--- config.mk ---
export PLATFORM = sky130hd
export DESIGN_NAME = uart_baud_ctrl
export DESIGN_NICKNAME = d
export VERILOG_FILES = /design/src/rtl/uart_baud_ctrl.sv
export SDC_FILE = /design/constraint.sdc
export NUM_CORES = 1
export LEC_CHECK = 0
export CORE_ASPECT_RATIO = 2
export CORE_MARGIN = 4
export CORE_UTILIZATION = 47
export CTS_CLUSTER_SIZE = 28
export DETAILED_ROUTE_END_ITERATION = 12
export PLACE_DENSITY = 0.72
export SETUP_SLACK_MARGIN = 0.4
export SLEW_MARGIN = 20
export SYNTH_ARGS = -nofsm -noshare
export SYNTH_HDL_FRONTEND = slang
export SYNTH_SLANG_ARGS = --single-unit
--- constraint.sdc ---
create_clock -name clk -period 1.4 [get_ports clk]
set_input_delay 0.35 -clock clk [delete_from_list [all_inputs] [get_ports clk]]
set_output_delay 0.35 -clock clk [all_outputs]
set_load 0.01 [all_outputs]
--- src/rtl/uart_baud_ctrl.sv ---
// ---------------------------------------------------------------------------
// uart_baud_ctrl
//
// Sequencer for one UART channel's share of baudrate_gen. Turns the
// generator on and off through tx_active / rx_active and counts its baud
// ticks into frame bit positions. The TX half publishes the current bit
// index and a done pulse to the shift logic. The RX half validates the
// start bit, samples each bit in its middle, assembles the data word and
// checks the first stop bit. The two halves share nothing but the clock
// and reset.
//
// Optional feature: define UART_BAUD_CTRL_BREAK_DET_EN to enable break
// detection on rx_break. When the macro is undefined, rx_break is tied
// to 0.
//
// Parameters
//   NO_OF_SAMPLE  baud_en_rx ticks per bit (even, >= 4; matches baudrate_gen)
//   DATA_BITS     data bits per frame (5..9)
//   STOP_BITS     stop bits per frame (1..2)
//
// Ports
//   clk           system clock, rising edge
//   rst           synchronous active-high reset
//   tx_req        request one TX frame (level, sampled in TX idle)
//   tx_busy       TX frame in progress
//   tx_bit_idx    0 = start, 1..DATA_BITS = data, then stop bits
//   tx_done       one-cycle pulse at TX frame end
//   tx_active     enable for baudrate_gen TX side
//   baud_en_tx    one tick per TX bit period
//   rx_line       serial input, already synchronised to clk
//   rx_active     enable for baudrate_gen RX side
//   baud_en_rx    NO_OF_SAMPLE ticks per RX bit period
//   rx_data       last assembled word, LSB first
//   rx_done       one-cycle pulse per completed frame (valid or not)
//   rx_frame_err  qualifies rx_done: stop bit sampled 0
//   rx_break      one-cycle break pulse (optional feature)
//
// TX FSM
//   state    | meaning
//   TX_IDLE  | waiting for tx_req
//   TX_SEND  | frame in progress, tx_bit_idx advances per baud_en_tx
//
// RX FSM
//   state    | meaning
//   RX_IDLE  | waiting for a 1->0 edge on rx_line
//   RX_START | counting to the middle of the start bit
//   RX_DATA  | sampling data bits every NO_OF_SAMPLE ticks
//   RX_STOP  | sampling the first stop bit
// ---------------------------------------------------------------------------
module uart_baud_ctrl #(
  parameter int NO_OF_SAMPLE = 16,
  parameter int DATA_BITS    = 8,
  parameter int STOP_BITS    = 1
) (
  input  logic                 clk,
  input  logic                 rst,
  input  logic                 tx_req,
  output logic                 tx_busy,
  output logic [3:0]           tx_bit_idx,
  output logic                 tx_done,
  output logic                 tx_active,
  input  logic                 baud_en_tx,
  input  logic                 rx_line,
  output logic                 rx_active,
  input  logic                 baud_en_rx,
  output logic [DATA_BITS-1:0] rx_data,
  output logic                 rx_done,
  output logic                 rx_frame_err,
  output logic                 rx_break
);

  localparam int CW = $clog2(NO_OF_SAMPLE) + 1;
  localparam int BW = $clog2(DATA_BITS);

  localparam logic [CW-1:0] CNT_HALF = CW'(NO_OF_SAMPLE / 2 - 1);
  localparam logic [CW-1:0] CNT_FULL = CW'(NO_OF_SAMPLE - 1);
  localparam logic [BW-1:0] LAST_BIT = BW'(DATA_BITS - 1);
  localparam logic [3:0]    TX_LAST  = 4'(DATA_BITS + STOP_BITS);

  typedef enum logic {
    TX_IDLE,
    TX_SEND
  } tx_state_t;

  typedef enum logic [1:0] {
    RX_IDLE,
    RX_START,
    RX_DATA,
    RX_STOP
  } rx_state_t;

  tx_state_t tx_state;
  rx_state_t rx_state;

  logic [CW-1:0]        rx_cnt;
  logic [BW-1:0]        rx_bit_cnt;
  logic [DATA_BITS-1:0] rx_shift;
  logic                 rx_prev;

`ifdef UART_BAUD_CTRL_BREAK_DET_EN
  logic rx_break_r;
  logic brk_hold;   // set after a break; cleared once rx_line is seen high
  assign rx_break = rx_break_r;
`else
  assign rx_break = 1'b0;
`endif

  // -------------------------------------------------------------------------
  // TX sequencing
  // -------------------------------------------------------------------------
  always_ff @(posedge clk) begin
    if (rst) begin
      tx_state   <= TX_IDLE;
      tx_busy    <= 1'b0;
      tx_active  <= 1'b0;
      tx_bit_idx <= '0;
      tx_done    <= 1'b0;
    end else begin
      tx_done <= 1'b0;
      case (tx_state)
        TX_IDLE: begin
          if (tx_req) begin
            tx_state   <= TX_SEND;
            tx_busy    <= 1'b1;
            tx_active  <= 1'b1;
            tx_bit_idx <= '0;
          end
        end
        TX_SEND: begin
          if (baud_en_tx) begin
            // The tick that ends the last stop bit closes the frame.
            if (tx_bit_idx == TX_LAST) begin
              tx_state   <= TX_IDLE;
              tx_busy    <= 1'b0;
              tx_active  <= 1'b0;
              tx_bit_idx <= '0;
              tx_done    <= 1'b1;
            end else begin
              tx_bit_idx <= tx_bit_idx + 4'd1;
            end
          end
        end
        default: tx_state <= TX_IDLE;
      endcase
    end
  end

  // -------------------------------------------------------------------------
  // RX sequencing
  // -------------------------------------------------------------------------
  always_ff @(posedge clk) begin
    if (rst) begin
      rx_state     <= RX_IDLE;
      rx_active    <= 1'b0;
      rx_cnt       <= '0;
      rx_bit_cnt   <= '0;
      rx_shift     <= '0;
      rx_data      <= '0;
      rx_done      <= 1'b0;
      rx_frame_err <= 1'b0;
      rx_prev      <= 1'b1;
`ifdef UART_BAUD_CTRL_BREAK_DET_EN
      rx_break_r   <= 1'b0;
      brk_hold     <= 1'b0;
`endif
    end else begin
      rx_prev      <= rx_line;
      rx_done      <= 1'b0;
      rx_frame_err <= 1'b0;
`ifdef UART_BAUD_CTRL_BREAK_DET_EN
      rx_break_r   <= 1'b0;
`endif
      case (rx_state)
        RX_IDLE: begin
`ifdef UART_BAUD_CTRL_BREAK_DET_EN
          if (brk_hold) begin
            if (rx_line) begin
              brk_hold <= 1'b0;
            end
          end else if (rx_prev && !rx_line) begin
            rx_state  <= RX_START;
            rx_active <= 1'b1;
            rx_cnt    <= '0;
          end
`else
          if (rx_prev && !rx_line) begin
            rx_state  <= RX_START;
            rx_active <= 1'b1;
            rx_cnt    <= '0;
          end
`endif
        end
        RX_START: begin
          if (baud_en_rx) begin
            if (rx_cnt == CNT_HALF) begin
              rx_cnt <= '0;
              if (!rx_line) begin
                rx_state   <= RX_DATA;
                rx_bit_cnt <= '0;
              end else begin
                // Line back high at mid start bit: glitch, not a frame.
                rx_state  <= RX_IDLE;
                rx_active <= 1'b0;
              end
            end else begin
              rx_cnt <= rx_cnt + 1'b1;
            end
          end
        end
        RX_DATA: begin
          if (baud_en_rx) begin
            if (rx_cnt == CNT_FULL) begin
              rx_cnt   <= '0;
              // LSB arrives first, so it ends up at bit 0 after DATA_BITS shifts.
              rx_shift <= {rx_line, rx_shift[DATA_BITS-1:1]};
              if (rx_bit_cnt == LAST_BIT) begin
                rx_state <= RX_STOP;
              end else begin
                rx_bit_cnt <= rx_bit_cnt + 1'b1;
              end
            end else begin
              rx_cnt <= rx_cnt + 1'b1;
            end
          end
        end
        RX_STOP: begin
          if (baud_en_rx) begin
            if (rx_cnt == CNT_FULL) begin
              rx_cnt       <= '0;
              rx_state     <= RX_IDLE;
              rx_active    <= 1'b0;
              rx_data      <= rx_shift;
              rx_done      <= 1'b1;
              rx_frame_err <= ~rx_line;
`ifdef UART_BAUD_CTRL_BREAK_DET_EN
              if (!rx_line && (rx_shift == '0)) begin
                rx_break_r <= 1'b1;
                brk_hold   <= 1'b1;
              end
`endif
            end else begin
              rx_cnt <= rx_cnt + 1'b1;
            end
          end
        end
        default: begin
          rx_state  <= RX_IDLE;
          rx_active <= 1'b0;
        end
      endcase
    end
  end

endmodule

# --- Word level (Yosys, flattened, before mapping) ---
# Index checks and enable logic that the tools add are counted.
op_classes:
  bitwise: 6
  add_sub_neg: 3
  mux: 44
  n_reduce_logical: 17
  n_eq_ne: 22
op_table:
  columns: ["operator", "count"]
  rows:
  - ["$ne A2 B2 Y1 const B", 13]
  - ["$mux W5", 5]
  - ["$mux W2", 9]
  - ["$mux W3", 6]
  - ["$pmux W5 S3", 1]
  - ["$mux W1", 14]
  - ["$reduce_and A7 Y1", 2]
  - ["$mux W4", 3]
  - ["$reduce_and A3 Y1", 4]
  - ["$pmux W2 S4", 1]
  - ["$pmux W4 S2", 1]
  - ["$reduce_and A8 Y1", 1]
  - ["$not A1 Y1", 6]
  - ["$pmux W3 S2", 1]
  - ["$reduce_or A3 Y1", 2]
  - ["$add A5 B1 Y5 const B", 1]
  - ["$eq A5 B3 Y1 const B", 1]
  - ["$eq A5 B4 Y1 const B", 1]
  - ["$add A4 B1 Y4 const B", 1]
  - ["$eq A2 B2 Y1 const B", 2]
  - ["$eq A4 B4 Y1 const B", 1]
  - ["$ne A2 B1 Y1 const B", 2]
  - ["$pmux W1 S2", 2]
  - ["$reduce_or A4 Y1", 1]
  - ["11 further kinds", 11]
totals:
  output_inout_bits: 19
  reg_bits: 37
  input_bits: 6

# --- Logic depth before layout (Yosys ltp) ---
depth:
  ltp_word: 5
  depth_mapped: 7
  mapped_depth_nobuf: 7

# --- Worst setup path after synthesis ---
# No wires, ideal clock.
synth_path:
  path_kind: "register -> register"
  start: "register rx_cnt[0]"
  end: "register rx_shift[7]"
  slack_ps: -76
  period_less_slack_ps: 1476
  setup_time_ps: 128
  stages_incl_launch_ff: 7
  arrival_ps: 1348
  cell_sequence: "dfxtp_1 > ha_1 > and4b_1 > and4b_1 > buf_6 > mux2i_1 > nor2_1"
synth_via:
  elab_chain_len: 2
synth_lines:
  columns: ["element", "line", "source"]
  rows:
  - ["start, declared", "95", "logic [CW-1:0] rx_cnt;"]
  - ["start signal, assigned", "206", "rx_cnt <= rx_cnt + 1'b1;"]
  - ["start signal, assigned", "222", "rx_cnt <= rx_cnt + 1'b1;"]
  - ["start signal, assigned", "242", "rx_cnt <= rx_cnt + 1'b1;"]
  - ["$eq A5 B4 Y1", "212", "if (rx_cnt == CNT_FULL) begin"]
  - ["$reduce_and A3 Y1 (no source line)", null, null]
  - ["end signal, assigned", "215", "rx_shift <= {rx_line, rx_shift[DATA_BITS-1:1]};"]
  - ["end, declared", "97", "logic [DATA_BITS-1:0] rx_shift;"]
# No other way between the ends.
# A chain may end at the register's enable or synchronous reset.

# --- Worst setup path in the final report ---
layout_path:
  start: "register rx_cnt[1]"
  end: "register rx_cnt[4]"
layout_via:
  elab_chain_len: 4
  elab_cells_between_ends: 8
layout_lines:
  columns: ["element", "line", "source"]
  rows:
  - ["$add A5 B1 Y5, or another cell as far along", "206, 222, 242", null]
  - ["$mux W5 (on tied branches)", "212, 228, 195", null]
  - ["$mux W5 (on tied branches)", "227, 194", null]
  - ["$pmux W5 S3 (*)", "173", "case (rx_state)"]
# Mark *: on every way between the ends. The rest lies on a longest branch, timed or not. The select of a mux whose other input is x is not followed.

==> impl_metrics.yaml <==
synth:
  synth_top_area_cell: "dfxtp_1"
  synth.most_common_cell: "dfxtp_1"
  ys_types: 42
  syn_area_um2: 1664
  yosysWarnings: 0
  ys.flop_type: "dfxtp_1"
  synthTopCellsByCount: "dfxtp_1, nor2_1, mux2i_1"
  synth_edf_count: 0
  syn_nets: 188
  postSynthCellCount: 176
  synth_top_cell_area_share_pct: 44.51
  seq_area_frac_synth_pct: 44.51
  ys_ff_latch: 37
  synthTopCellsByArea: "dfxtp_1, mux2i_1, nor2_1"
  syn_area_per_cell_um2: 9.455
  synthArstFlopShare_pct: 0
sta:
  setup-tns-final_ns: -2.422
  clock_skew_ns: 0.008574
  period_share_pct: 111.0
  slew_viol_final: 0
  final-hold-violation-count: 0
  fmax_mhz: 643.3
  finalCriticalPeriod_ns: 1.554
  final.setup.worst_slack_ns: -0.1545
  whs_ns: 0.5115
  rsz0062_at_grt: "yes"
  setup_viol_count_final: 26
floorplan:
  row_count: 30
  dieWidth_um: 50.08
  fp.dieH_um: 92.15
  dieArea_um2: 4614
  start_util_pct: 48.72
  ios: 25
  core_area_um2: 3416
worst_setup_path:
  critical_path.max_fanout: 4
  r2r_end: "rx_cnt[4]"
  cp.arrival_ns: 1.73
  criticalPathCategory: "reg2reg"
  required_ns: 1.58
  crit_path_start_kind: "flip-flop"
  r2r_cells: 8
  endpoint_kind: "flip-flop"
  reg2reg_slack_ns: -0.15
  reg2reg_from: "rx_cnt[1]"
finish:
  n_antenna_cell: 0
  final_area_um2: 2516
  nFillCells: 246
  final_nets: 246
  regArea_um2: 783.3
  syn_to_final_growth_pct: 51.20
  fin_util_pct: 73.66
  final_layout_size_suffix_gt1_share_pct: 51.49
  multiInputGateArea_um2: 997.2
clock_network:
  cts_tree: "done"
  cts_num_sinks: 37
  clkTransAtPathRegs_ns: 0.07
  clock_path_buffers: 2
  clk_latency_ns: 0.29
  cts_buffers: 5
  h-tree-depth: 2
  cts-root-buf: "clkbuf_8"
grt:
  grt_pass1_vias: 1549
  antenna_found_initial: 0
  grt_pass1_wl_mm: 6.879
  grt_max_degree: 18
  grt_remaining_overflow: 0
  grt_usage_pct: 19.33
placement:
  gp_congestion: 0.8318
  hpwl_mm: 2.942
  place_area_um2: 2146
  dpl_worst_slack_ns: -0.4725
  port_buffers: 23
drt:
  dr.pass1.iters: 4
  vias: 1495
  totalWireLength_mm: 4.134
  drc: 0
  drtIter0Drc: 22
  viasPerCell: 5.283
  final_antenna_net_count: 0
  routedWlPerCell_um: 14.61
outcome:
  status: "complete, but fails checks"
  violations: "setup timing"
hold_path:
  min_path_cells: 2
  hp-start: "rx_data[2]"
  hold_path.class: "reg2reg"
  min_to: "rx_data[2]"
power:
  ir_drop_uv: 771.2
  p_leak_nw: 1.077
  power_per_cell_area_nw_per_um2: 948.8
run:
  maxCapViolCount: 0
-- layout by cell type (no fill, tap or decap), types with 2 or more instances in the layout --
cell / netlist / layout
a21oi_2: 1 / 2
nor2_2: 0 / 4
nor2_1: 34 / 30
nand3_1: 2 / 2
buf_6: 2 / 20
mux2i_1: 19 / 18
ha_4: 0 / 4
nor3_2: 0 / 6
buf_4: 4 / 34
a21oi_1: 9 / 7
nor3_1: 9 / 3
a31oi_1: 2 / 2
buf_2: 2 / 3
dlygate4sd2_1: 0 / 4
and3b_2: 0 / 2
nand3b_1: 2 / 2
dfxtp_4: 0 / 6
nand2_1: 8 / 8
dfxtp_2: 0 / 16
nor3b_1: 3 / 2
and4b_1: 2 / 2
dfxtp_1: 37 / 15
clkbuf_8: 0 / 5
nand4_1: 2 / 2
-- worst max-delay path by stage --
stage               start  cells after the start            end
3_5_place_dp   baud_en_rx                      6    rx_shift[5]
5_1_grt         rx_cnt[1]                      7     rx_data[7]
4_1_cts         rx_cnt[0]                      7     rx_data[7]
2_1_floorplan   rx_cnt[1]                      6    rx_shift[7]
6_report        rx_cnt[1]                      8      rx_cnt[4]
3_3_place_gp      rx_line                      5  rx_bit_cnt[2]
-- cell type report --
cell class / instances / share of cell area (%)
Clock buffer: 6 / 2.884
Clock inverter: 2 / 1.392
Inverter: 2 / 0.2984
Multi-Input combinational cell: 125 / 39.63
Sequential cell: 37 / 31.13
Tap cell: 48 / 2.387
Timing Repair Buffer: 63 / 22.28
-- registers in the layout (all words and copies together), names as in the netlist, named ones only --
| name | cells |
|---|---|
| rx_shift | 8 |
| tx_active | 1 |
| rx_prev | 1 |
| rx_frame_err | 1 |
| rx_done | 1 |
| rx_active | 1 |
| tx_state | 1 |
| rx_state | 1 |
| rx_data | 8 |
| tx_bit_idx | 4 |
| tx_done | 1 |
| rx_bit_cnt | 3 |
| rx_cnt | 5 |
-- critical path, cell delays in order, from the launching register on --
cell	delay [ns]
dfxtp_2	0.36
ha_4	0.15
buf_4	0.10
nand3_1	0.08
ha_1	0.29
nor2_1	0.04
a32o_1	0.24
a22oi_1	0.14
nor2_1	0.06
-- stage by stage --
| step | total power (W) | cells |
|---|---|---|
| CTS | 0.002359 | 279 |
| detailed placement | 0.001436 | 264 |
| global route | 0.002493 | 283 |
| finish | 0.002387 | 283 |
| global placement | 0.001429 | 264 |
| floorplan | 0.001302 | 176 |
-- cell families (layout without fill, tap and decap cells) --
family / count (synthesis) / after routing / synth area share [%]
muxes: 19 / 19 / 11.43
xor gates and xnor gates: 2 / 2 / 1.053
and+or+nand+nor: 75 / 75 / 24.36
buffers and inverters: 14 / 73 / 5.113
AOI/OAI and AO/OA: 22 / 22 / 8.798
other: 1 / 1 / 0.2253
adders and majority gates: 6 / 6 / 4.511
DFF: 37 / 37 / 44.51
-- routing by layer --
layer,vias to the layer above,global-route usage (%),wire [µm]
li1,730,-,-
met1,720,18.20,1435
met2,34,36.14,2452
met3,11,4.553,147
met4,0,10.85,98
met5,-,0,0
-- power by group --
group | switching [W] | total (W) | internal, W
combinational | 0.000175 | 0.000376 | 0.000201
clock | 0.000364 | 0.000892 | 0.000528
sequential | 0.0000416 | 0.00112 | 0.00108
total | 0.000580 | 0.00239 | 0.00181
-- repair_timing --
action,in CTS,in global routing
setup endpoints to repair,55,54
buffers inserted,6,4
gates cloned,1,0
hold buffers,0,0
pin swaps,18,14
gates resized for setup,134,14
Note: power is estimated with default switching activity, not from simulation.
